## config.mk

```make
export PLATFORM = sky130hd
export DESIGN_NAME = fetch_seq_ctrl_flat
export DESIGN_NICKNAME = d
export VERILOG_FILES = /design/src/rtl/fetch_seq_ctrl_if.sv /design/src/rtl/fetch_seq_ctrl.sv /design/src/flat_wrapper.sv
export SDC_FILE = /design/constraint.sdc
export NUM_CORES = 1
export LEC_CHECK = 0
export ABC_AREA = 1
export BUFFER_PORTS_ARGS = -buffer_cell sky130_fd_sc_hd__buf_2
export CAP_MARGIN = 20
export CORE_ASPECT_RATIO = 1.75
export CORE_UTILIZATION = 40
export DETAILED_ROUTE_END_ITERATION = 8
export GPL_ROUTABILITY_DRIVEN = 0
export GPL_TIMING_DRIVEN = 0
export HOLD_SLACK_MARGIN = 0.08
export PLACE_DENSITY_LB_ADDON = 0.15
export SYNTH_ARGS = -nofsm -noshare
export SYNTH_HDL_FRONTEND = slang
export SYNTH_SLANG_ARGS = --single-unit
```

## constraint.sdc

```tcl
create_clock -name clk -period 8.7 [get_ports clk]
set_input_delay 0.87 -clock clk [delete_from_list [all_inputs] [get_ports clk]]
set_output_delay 0.87 -clock clk [all_outputs]
set_load 0.005 [all_outputs]
```

## src/rtl/fetch_seq_ctrl_if.sv

```systemverilog
// -----------------------------------------------------------------------------
// fetch_seq_ctrl_if
// Bundles every handshake and data signal of the SEQ fetch controller.
//   PC side     : pc_in, pc_valid (to controller), pc_ready (from controller)
//   Memory side : mem_req, mem_addr (from controller), mem_ack, mem_rdata (to it)
//   Decode side : icode, ifun, rA, rB, valC, valP, imem_error, func_error,
//                 halt, nop, instr_valid (from controller), instr_ready (to it)
// modport master : the fetch controller itself
// modport slave  : whatever surrounds it (PC logic, memory, decode stage)
// -----------------------------------------------------------------------------
interface fetch_seq_ctrl_if #(
  parameter int ADDR_W = 64
);
  logic [ADDR_W-1:0] pc_in;
  logic              pc_valid;
  logic              pc_ready;
  logic              mem_req;
  logic [ADDR_W-1:0] mem_addr;
  logic              mem_ack;
  logic [7:0]        mem_rdata;
  logic [3:0]        icode;
  logic [3:0]        ifun;
  logic [3:0]        rA;
  logic [3:0]        rB;
  logic [ADDR_W-1:0] valC;
  logic [ADDR_W-1:0] valP;
  logic              imem_error;
  logic              func_error;
  logic              halt;
  logic              nop;
  logic              instr_valid;
  logic              instr_ready;

  modport master (
    input  pc_in, pc_valid, mem_ack, mem_rdata, instr_ready,
    output pc_ready, mem_req, mem_addr, icode, ifun, rA, rB, valC, valP,
           imem_error, func_error, halt, nop, instr_valid
  );

  modport slave (
    output pc_in, pc_valid, mem_ack, mem_rdata, instr_ready,
    input  pc_ready, mem_req, mem_addr, icode, ifun, rA, rB, valC, valP,
           imem_error, func_error, halt, nop, instr_valid
  );
endinterface

```

## src/rtl/fetch_seq_ctrl.sv

```systemverilog
// -----------------------------------------------------------------------------
// fetch_seq_ctrl
// Multi-cycle fetch controller for the SEQ core. Takes a PC, reads the
// instruction one byte per mem_req/mem_ack handshake, assembles the decoded
// fields and valP, and offers them to decode with instr_valid/instr_ready.
// Ports:
//   clk   : rising-edge clock
//   reset : asynchronous, active-high reset
//   bus   : fetch_seq_ctrl_if.master (PC, memory and decode handshakes)
// Timing with mem_ack tied high: PC accepted at edge 0, bytes captured at
// edges 1..L, instr_valid visible after edge L, next PC accepted at edge L+2.
// -----------------------------------------------------------------------------
module fetch_seq_ctrl #(
  parameter int IMEM_SIZE = 1024,
  parameter int ADDR_W    = 64
) (
  input  logic                  clk,
  input  logic                  reset,
  fetch_seq_ctrl_if.master      bus
);

  typedef enum logic [1:0] {S_IDLE, S_RD, S_DONE, S_HALTED} state_t;

  localparam logic [ADDR_W-1:0] IMEM_LIMIT = ADDR_W'(IMEM_SIZE);

  // Instruction length from icode; 0 marks an illegal icode.
  function automatic logic [3:0] instr_len(input logic [3:0] ic);
    case (ic)
      4'h0, 4'h1, 4'h9:       instr_len = 4'd1;
      4'h2, 4'h6, 4'hA, 4'hB: instr_len = 4'd2;
      4'h3, 4'h4, 4'h5:       instr_len = 4'd10;
      4'h7, 4'h8:             instr_len = 4'd9;
      default:                instr_len = 4'd0;
    endcase
  endfunction

  state_t            state_q;
  logic [3:0]        cnt_q;
  logic [3:0]        len_q;
  logic [ADDR_W-1:0] pc_q;
  logic              pc_ready_q, mem_req_q, instr_valid_q;
  logic [ADDR_W-1:0] mem_addr_q, valc_q, valp_q;
  logic [3:0]        icode_q, ifun_q, ra_q, rb_q;
  logic              imem_error_q, func_error_q, halt_q, nop_q;

  logic [3:0]        len_d, nxt_cnt_d;
  logic              last_d, nxt_oor_d, reg_byte_d, pc_in_oor_d;
  logic [2:0]        const_idx_d;
  logic [ADDR_W-1:0] nxt_addr_d, valc_d;

  // Byte-position bookkeeping for the byte arriving this cycle.
  always_comb begin
    // On the first byte the length comes straight from the returned icode.
    len_d       = (cnt_q == 4'd0) ? instr_len(bus.mem_rdata[7:4]) : len_q;
    nxt_cnt_d   = cnt_q + 4'd1;
    last_d      = (nxt_cnt_d == len_d);
    nxt_addr_d  = pc_q + {{(ADDR_W-4){1'b0}}, nxt_cnt_d};
    nxt_oor_d   = (nxt_addr_d >= IMEM_LIMIT);
    pc_in_oor_d = (bus.pc_in >= IMEM_LIMIT);
    reg_byte_d  = (cnt_q == 4'd1) && ((len_q == 4'd2) || (len_q == 4'd10));
    // Constant starts one byte later when a register byte precedes it.
    const_idx_d = (len_q == 4'd10) ? 3'(cnt_q - 4'd2) : 3'(cnt_q - 4'd1);
    valc_d      = valc_q;
    if ((cnt_q != 4'd0) && !reg_byte_d) begin
      valc_d[{const_idx_d, 3'b000} +: 8] = bus.mem_rdata;
    end else begin
      valc_d = valc_q;
    end
  end

  // Fetch FSM with all outputs registered.
  always_ff @(posedge clk or posedge reset) begin
    if (reset) begin
      state_q       <= S_IDLE;
      cnt_q         <= 4'd0;
      len_q         <= 4'd0;
      pc_q          <= '0;
      pc_ready_q    <= 1'b1;
      mem_req_q     <= 1'b0;
      mem_addr_q    <= '0;
      instr_valid_q <= 1'b0;
      icode_q       <= 4'd0;
      ifun_q        <= 4'd0;
      ra_q          <= 4'd0;
      rb_q          <= 4'd0;
      valc_q        <= '0;
      valp_q        <= '0;
      imem_error_q  <= 1'b0;
      func_error_q  <= 1'b0;
      halt_q        <= 1'b0;
      nop_q         <= 1'b0;
    end else begin
      case (state_q)
        S_IDLE: begin
          if (bus.pc_valid && pc_ready_q) begin
            pc_q         <= bus.pc_in;
            cnt_q        <= 4'd0;
            len_q        <= 4'd0;
            pc_ready_q   <= 1'b0;
            icode_q      <= 4'd0;
            ifun_q       <= 4'd0;
            ra_q         <= 4'd0;
            rb_q         <= 4'd0;
            valc_q       <= '0;
            valp_q       <= '0;
            func_error_q <= 1'b0;
            halt_q       <= 1'b0;
            nop_q        <= 1'b0;
            if (pc_in_oor_d) begin
              imem_error_q  <= 1'b1;
              valp_q        <= bus.pc_in;
              instr_valid_q <= 1'b1;
              state_q       <= S_DONE;
            end else begin
              imem_error_q <= 1'b0;
              mem_req_q    <= 1'b1;
              mem_addr_q   <= bus.pc_in;
              state_q      <= S_RD;
            end
          end
        end
        S_RD: begin
          if (mem_req_q && bus.mem_ack) begin
            if (cnt_q == 4'd0) begin
              icode_q <= bus.mem_rdata[7:4];
              ifun_q  <= bus.mem_rdata[3:0];
              len_q   <= len_d;
              halt_q  <= (bus.mem_rdata[7:4] == 4'h0);
              nop_q   <= (bus.mem_rdata[7:4] == 4'h1);
            end else if (reg_byte_d) begin
              ra_q <= bus.mem_rdata[7:4];
              rb_q <= bus.mem_rdata[3:0];
            end else begin
              valc_q <= valc_d;
            end
            if (len_d == 4'd0) begin
              // Illegal icode: nxt_addr_d is PC+1 on the first byte.
              func_error_q  <= 1'b1;
              valp_q        <= nxt_addr_d;
              mem_req_q     <= 1'b0;
              instr_valid_q <= 1'b1;
              state_q       <= S_DONE;
            end else if (last_d) begin
              valp_q        <= pc_q + {{(ADDR_W-4){1'b0}}, len_d};
              mem_req_q     <= 1'b0;
              instr_valid_q <= 1'b1;
              state_q       <= S_DONE;
            end else if (nxt_oor_d) begin
              // Next byte lies outside memory: stop without requesting it.
              imem_error_q  <= 1'b1;
              valp_q        <= nxt_addr_d;
              mem_req_q     <= 1'b0;
              instr_valid_q <= 1'b1;
              state_q       <= S_DONE;
            end else begin
              cnt_q      <= nxt_cnt_d;
              mem_addr_q <= nxt_addr_d;
            end
          end
        end
        S_DONE: begin
          if (bus.instr_ready) begin
            instr_valid_q <= 1'b0;
            if (halt_q) begin
              state_q <= S_HALTED;
            end else begin
              state_q      <= S_IDLE;
              pc_ready_q   <= 1'b1;
              imem_error_q <= 1'b0;
              func_error_q <= 1'b0;
              nop_q        <= 1'b0;
            end
          end
        end
        S_HALTED: begin
          // Parked until reset.
          state_q <= S_HALTED;
        end
        default: begin
          state_q       <= S_IDLE;
          pc_ready_q    <= 1'b1;
          mem_req_q     <= 1'b0;
          instr_valid_q <= 1'b0;
        end
      endcase
    end
  end

  assign bus.pc_ready    = pc_ready_q;
  assign bus.mem_req     = mem_req_q;
  assign bus.mem_addr    = mem_addr_q;
  assign bus.icode       = icode_q;
  assign bus.ifun        = ifun_q;
  assign bus.rA          = ra_q;
  assign bus.rB          = rb_q;
  assign bus.valC        = valc_q;
  assign bus.valP        = valp_q;
  assign bus.imem_error  = imem_error_q;
  assign bus.func_error  = func_error_q;
  assign bus.halt        = halt_q;
  assign bus.nop         = nop_q;
  assign bus.instr_valid = instr_valid_q;

endmodule

```

## src/flat_wrapper.sv

```systemverilog
// flat-port wrapper written by rule: the top's interface ports become plain ports
module fetch_seq_ctrl_flat 
#(
  parameter int IMEM_SIZE = 1024,
  parameter int ADDR_W    = 64
)
  (clk, reset, bus_pc_in, bus_pc_valid, bus_mem_ack, bus_mem_rdata, bus_instr_ready, bus_pc_ready, bus_mem_req, bus_mem_addr, bus_icode, bus_ifun, bus_rA, bus_rB, bus_valC, bus_valP, bus_imem_error, bus_func_error, bus_halt, bus_nop, bus_instr_valid);
  fetch_seq_ctrl_if #(.ADDR_W(ADDR_W)) bus_i ();
  input  logic clk;
  input  logic reset;
  input wire logic [$bits(bus_i.pc_in)-1:0] bus_pc_in;
  input wire logic [$bits(bus_i.pc_valid)-1:0] bus_pc_valid;
  input wire logic [$bits(bus_i.mem_ack)-1:0] bus_mem_ack;
  input wire logic [$bits(bus_i.mem_rdata)-1:0] bus_mem_rdata;
  input wire logic [$bits(bus_i.instr_ready)-1:0] bus_instr_ready;
  output wire logic [$bits(bus_i.pc_ready)-1:0] bus_pc_ready;
  output wire logic [$bits(bus_i.mem_req)-1:0] bus_mem_req;
  output wire logic [$bits(bus_i.mem_addr)-1:0] bus_mem_addr;
  output wire logic [$bits(bus_i.icode)-1:0] bus_icode;
  output wire logic [$bits(bus_i.ifun)-1:0] bus_ifun;
  output wire logic [$bits(bus_i.rA)-1:0] bus_rA;
  output wire logic [$bits(bus_i.rB)-1:0] bus_rB;
  output wire logic [$bits(bus_i.valC)-1:0] bus_valC;
  output wire logic [$bits(bus_i.valP)-1:0] bus_valP;
  output wire logic [$bits(bus_i.imem_error)-1:0] bus_imem_error;
  output wire logic [$bits(bus_i.func_error)-1:0] bus_func_error;
  output wire logic [$bits(bus_i.halt)-1:0] bus_halt;
  output wire logic [$bits(bus_i.nop)-1:0] bus_nop;
  output wire logic [$bits(bus_i.instr_valid)-1:0] bus_instr_valid;
  assign bus_i.pc_in = bus_pc_in;
  assign bus_i.pc_valid = bus_pc_valid;
  assign bus_i.mem_ack = bus_mem_ack;
  assign bus_i.mem_rdata = bus_mem_rdata;
  assign bus_i.instr_ready = bus_instr_ready;
  assign bus_pc_ready = bus_i.pc_ready;
  assign bus_mem_req = bus_i.mem_req;
  assign bus_mem_addr = bus_i.mem_addr;
  assign bus_icode = bus_i.icode;
  assign bus_ifun = bus_i.ifun;
  assign bus_rA = bus_i.rA;
  assign bus_rB = bus_i.rB;
  assign bus_valC = bus_i.valC;
  assign bus_valP = bus_i.valP;
  assign bus_imem_error = bus_i.imem_error;
  assign bus_func_error = bus_i.func_error;
  assign bus_halt = bus_i.halt;
  assign bus_nop = bus_i.nop;
  assign bus_instr_valid = bus_i.instr_valid;
  fetch_seq_ctrl #(.IMEM_SIZE(IMEM_SIZE), .ADDR_W(ADDR_W)) u_core (.clk(clk), .reset(reset), .bus(bus_i));
endmodule
```

==> flow_summary_export.csv <==
group,metric,value,unit
job,max_cap_viol_count,0,
setup_path,r2r-start,"u_core.cnt_q[0]",
power_and_ir_drop,power,6.30,mW
global_route,grt_pass1_wl,109000,µm
routing,routed_wl,74400,µm
layout,drive_gt1_frac,0.184,
timing,setup_viol,0,
timing,slew_viol_final,0,
global_route,grtUsageTotal,0.355,
global_route,busiest_layer,"met2",
run_status,status,"completed",
timing,worstMarginPinSlew,1.06,ns
setup_path,critPathMostFrequentCell,"nand2_1",
global_route,grt_pass1_vias,17521,
clock_tree,clockBufferDepth,3,
clock_tree,cts_made_buffers,30,
timing,max_freq,0.173,GHz
routing,drcViolationCount,0,
global_route,use_met1,0.346,
die,die_y,272,µm
layout,layout_common_cells,"nand2_1, buf_2, dfrtp_1",
clock_tree,cts_sinks,289,
layout,nNetsFinal,2735,
clock_tree,holdBufCountCts,0,
setup_path,worstSetupPathType,"reg2reg",
timing,rsz0062_at_grt,"no",
timing,min_period,5.80,ns
logic_synthesis,synth-seq-area-share,0.436,
logic_synthesis,ys_seq_elements,289,
setup_path,r2r_setup_slack,2.90,ns
routing,drt_iter0_drc,1626,
die,row_count,98,
placed_design,port_buffers,291,
timing,clock-skew-final,0.0301,ns
logic_synthesis,yosysTopAreaCellShare,0.434,
die,die_w,156,µm
setup_path,required,9.23,ns
setup_path,crit_slowest_cell,"nor2_1",
timing,relSlewSlack,0.294,
setup_path,critPathMaxFanout,8,
timing,hold_viol_final,0,
die,coreArea,41000,µm²
worst_hold_path,hold_path.class,"in2async",
clock_tree,tritoncts,"yes",
global_route,antenna_found_initial,3,
logic_synthesis,synthTopCellsByArea,"dfrtp_1, nand2_1, nand3_1, nor2_1, o21ai_0",
logic_synthesis,synth_largest_area_cell,"dfrtp_1",
setup_path,end_kind,"flip-flop",
die,start_util,0.406,
layout,layout_commonest_cell,"nand2_1",
power_and_ir_drop,power_leakage,10.4,nW
logic_synthesis,syn_avg_cell_area,7.20,µm²
routing,drtPass1Iterations,6,
logic_synthesis,synth_area,16600,µm²
placed_design,dpl.hpwl,56300,µm
logic_synthesis,synth_nets,2404,
global_route,globalRouteMet2Util,0.600,
die,dieArea,42400,µm²
logic_synthesis,yosysUniqueCellTypes,41,
clock_tree,post-cts-setup-buffers,0,
timing,fin_hold_ws,0.413,ns
layout,area_growth,19.8,%
timing,tns,0,ns
clock_tree,clock-root-buffer,"clkbuf_16",
logic_synthesis,synth_cells,2306,
timing,setup_ws,2.90,ns
global_route,grt_start_max_net_pins,44,
power_and_ir_drop,powerDensity,317,nW/µm²
logic_synthesis,yosysWarnings,0,
global_route,grt-ovfl-total,0,
clock_tree,cts.htree.levels,1,
clock_tree,clock_latency,0.60,ns
timing,period_share,0.666,
die,io_pins,292,
setup_path,critPathLaunchType,"flip-flop",
routing,viasPerCell,5.52,
routing,via_count,17717,
layout,fin_util,0.486,
routing,ant_nets,0,
clock_tree,cts_repair_resize_count,0,
routing,avgRoutedWirePerCell,23.2,µm
placed_design,dpl_worst_slack,3.38,ns
setup_path,path_cells,"inv_1, ha_1, inv_1, nor2_4, nand3_1, o21bai_1, o21ai_0, ha_1, nand3_1, nand2_1, a21oi_1, nor2_1, nand2_1, nor2_1, nand2_1, nor2_1, xor2_1, nand2_1, nand2_1, nand2_1, nand2_1, nand3_1, nand2_1",
setup_path,startpoint,"u_core.cnt_q[0]",
power_and_ir_drop,ir_drop,0.170,mV
setup_path,arrival,6.33,ns
setup_path,crit_path_max_incr_delay,0.78,ns
global_route,met3_usage,0.0929,
clock_tree,path_clk_slew,0.07,ns
-- kinds of logic after synthesis --
group / after synthesis / synth area share
AND/OR/NAND/NOR: 1317 / 0.338
buffers and inverters: 327 / 0.0780
flip-flops: 289 / 0.436
AO/OA/AOI/OAI: 275 / 0.0906
XOR/XNOR: 70 / 0.0369
adder cells (fa/ha/maj): 21 / 0.0167
multiplexers: 7 / 0.00475
-- report_power, final --
part / switching, mW / total [mW] / internal (mW)
Sequential: 0.359 / 2.08 / 1.73
Clock: 0.599 / 1.30 / 0.700
Combinational: 2.02 / 2.91 / 0.888
Total: 2.98 / 6.30 / 3.31
-- stage by stage --
stage               instance area (µm²)  instances
detailed placement                18900       3154
floorplan                         16600       2306
global placement                  18800       3147
CTS                               19900       3210
finish                            19900       3212
global route                      19900       3211
-- final timing paths --
path / endpoint / cells after the start
max in group asynchronous: u_core.bus.valP[52] / 6
min in group clk: u_core.bus.mem_addr[60] / 2
max reg2reg: u_core.bus.valP[59] / 23
max: u_core.bus.valP[59] / 23
min: u_core.bus.mem_addr[42] / 2
min reg2reg: u_core.bus.mem_addr[60] / 2
-- cell type report --
| cell class | count | area (µm²) |
|---|---|---|
| diodes | 1 | 2.50 |
| plain buffers | 78 | 362 |
| clock buffers | 37 | 807 |
| clock inverters | 19 | 170 |
| fillers | 4339 | 21100 |
| inverters | 249 | 938 |
| multi-input cells | 1690 | 8090 |
| flip-flops and latches | 289 | 7230 |
| well taps | 550 | 688 |
| repair buffers | 299 | 1600 |
-- flip-flops by register name, summed over array words and instances (netlist names) --
| signal | cells |
|---|---|
| u_core.bus.mem_addr | 64 |
| u_core.bus.valC | 64 |
| u_core.bus.valP | 64 |
| u_core.pc_q | 64 |
| u_core.bus.icode | 4 |
| u_core.bus.ifun | 4 |
| u_core.bus.rA | 4 |
| u_core.bus.rB | 4 |
| u_core.cnt_q | 4 |
| u_core.len_q | 4 |
| u_core.state_q | 2 |
| u_core.bus.func_error | 1 |
| u_core.bus.halt | 1 |
| u_core.bus.imem_error | 1 |
| u_core.bus.instr_valid | 1 |
| u_core.bus.mem_req | 1 |
| u_core.bus.nop | 1 |
| u_core.bus.pc_ready | 1 |
-- synth_stat cells, drive strengths merged --
master / instances
o31ai: 5
o22ai: 11
a21boi: 1
xnor2: 12
dfrtp: 288
a22oi: 6
nand3: 231
o21ai: 164
fa: 2
nor3: 14
xor2: 58
a31oi: 1
nand4: 54
mux2: 7
dfstp: 1
clkinv: 3
or2: 1
and2: 1
inv: 246
o211ai: 28
ha: 19
nor4: 14
nand2: 747
buf: 35
a21oi: 54
nor2: 250
o21bai: 5
clkbuf: 43
nand3b: 5
-- worst max-delay path, delay by kind of cell (launching register included) --
family                   cells  cell delay, ns
adder cells (fa/ha/maj)      2            0.56
flip-flops                   1            0.47
AO/OA/AOI/OAI                3            0.59
AND/OR/NAND/NOR             15            3.63
buffers and inverters        2            0.25
XOR/XNOR                     1            0.19
-- per-layer routing --
metal / share of wire / wire (µm) / up-vias
li1: - / - / 8092
met1: 0.32 / 23600 / 8342
met2: 0.48 / 35700 / 926
met3: 0.088 / 6510 / 353
met4: 0.11 / 8550 / 4
met5: 0.00019 / 14 / -
No activity file was read; power rests on OpenSTA's default activity.
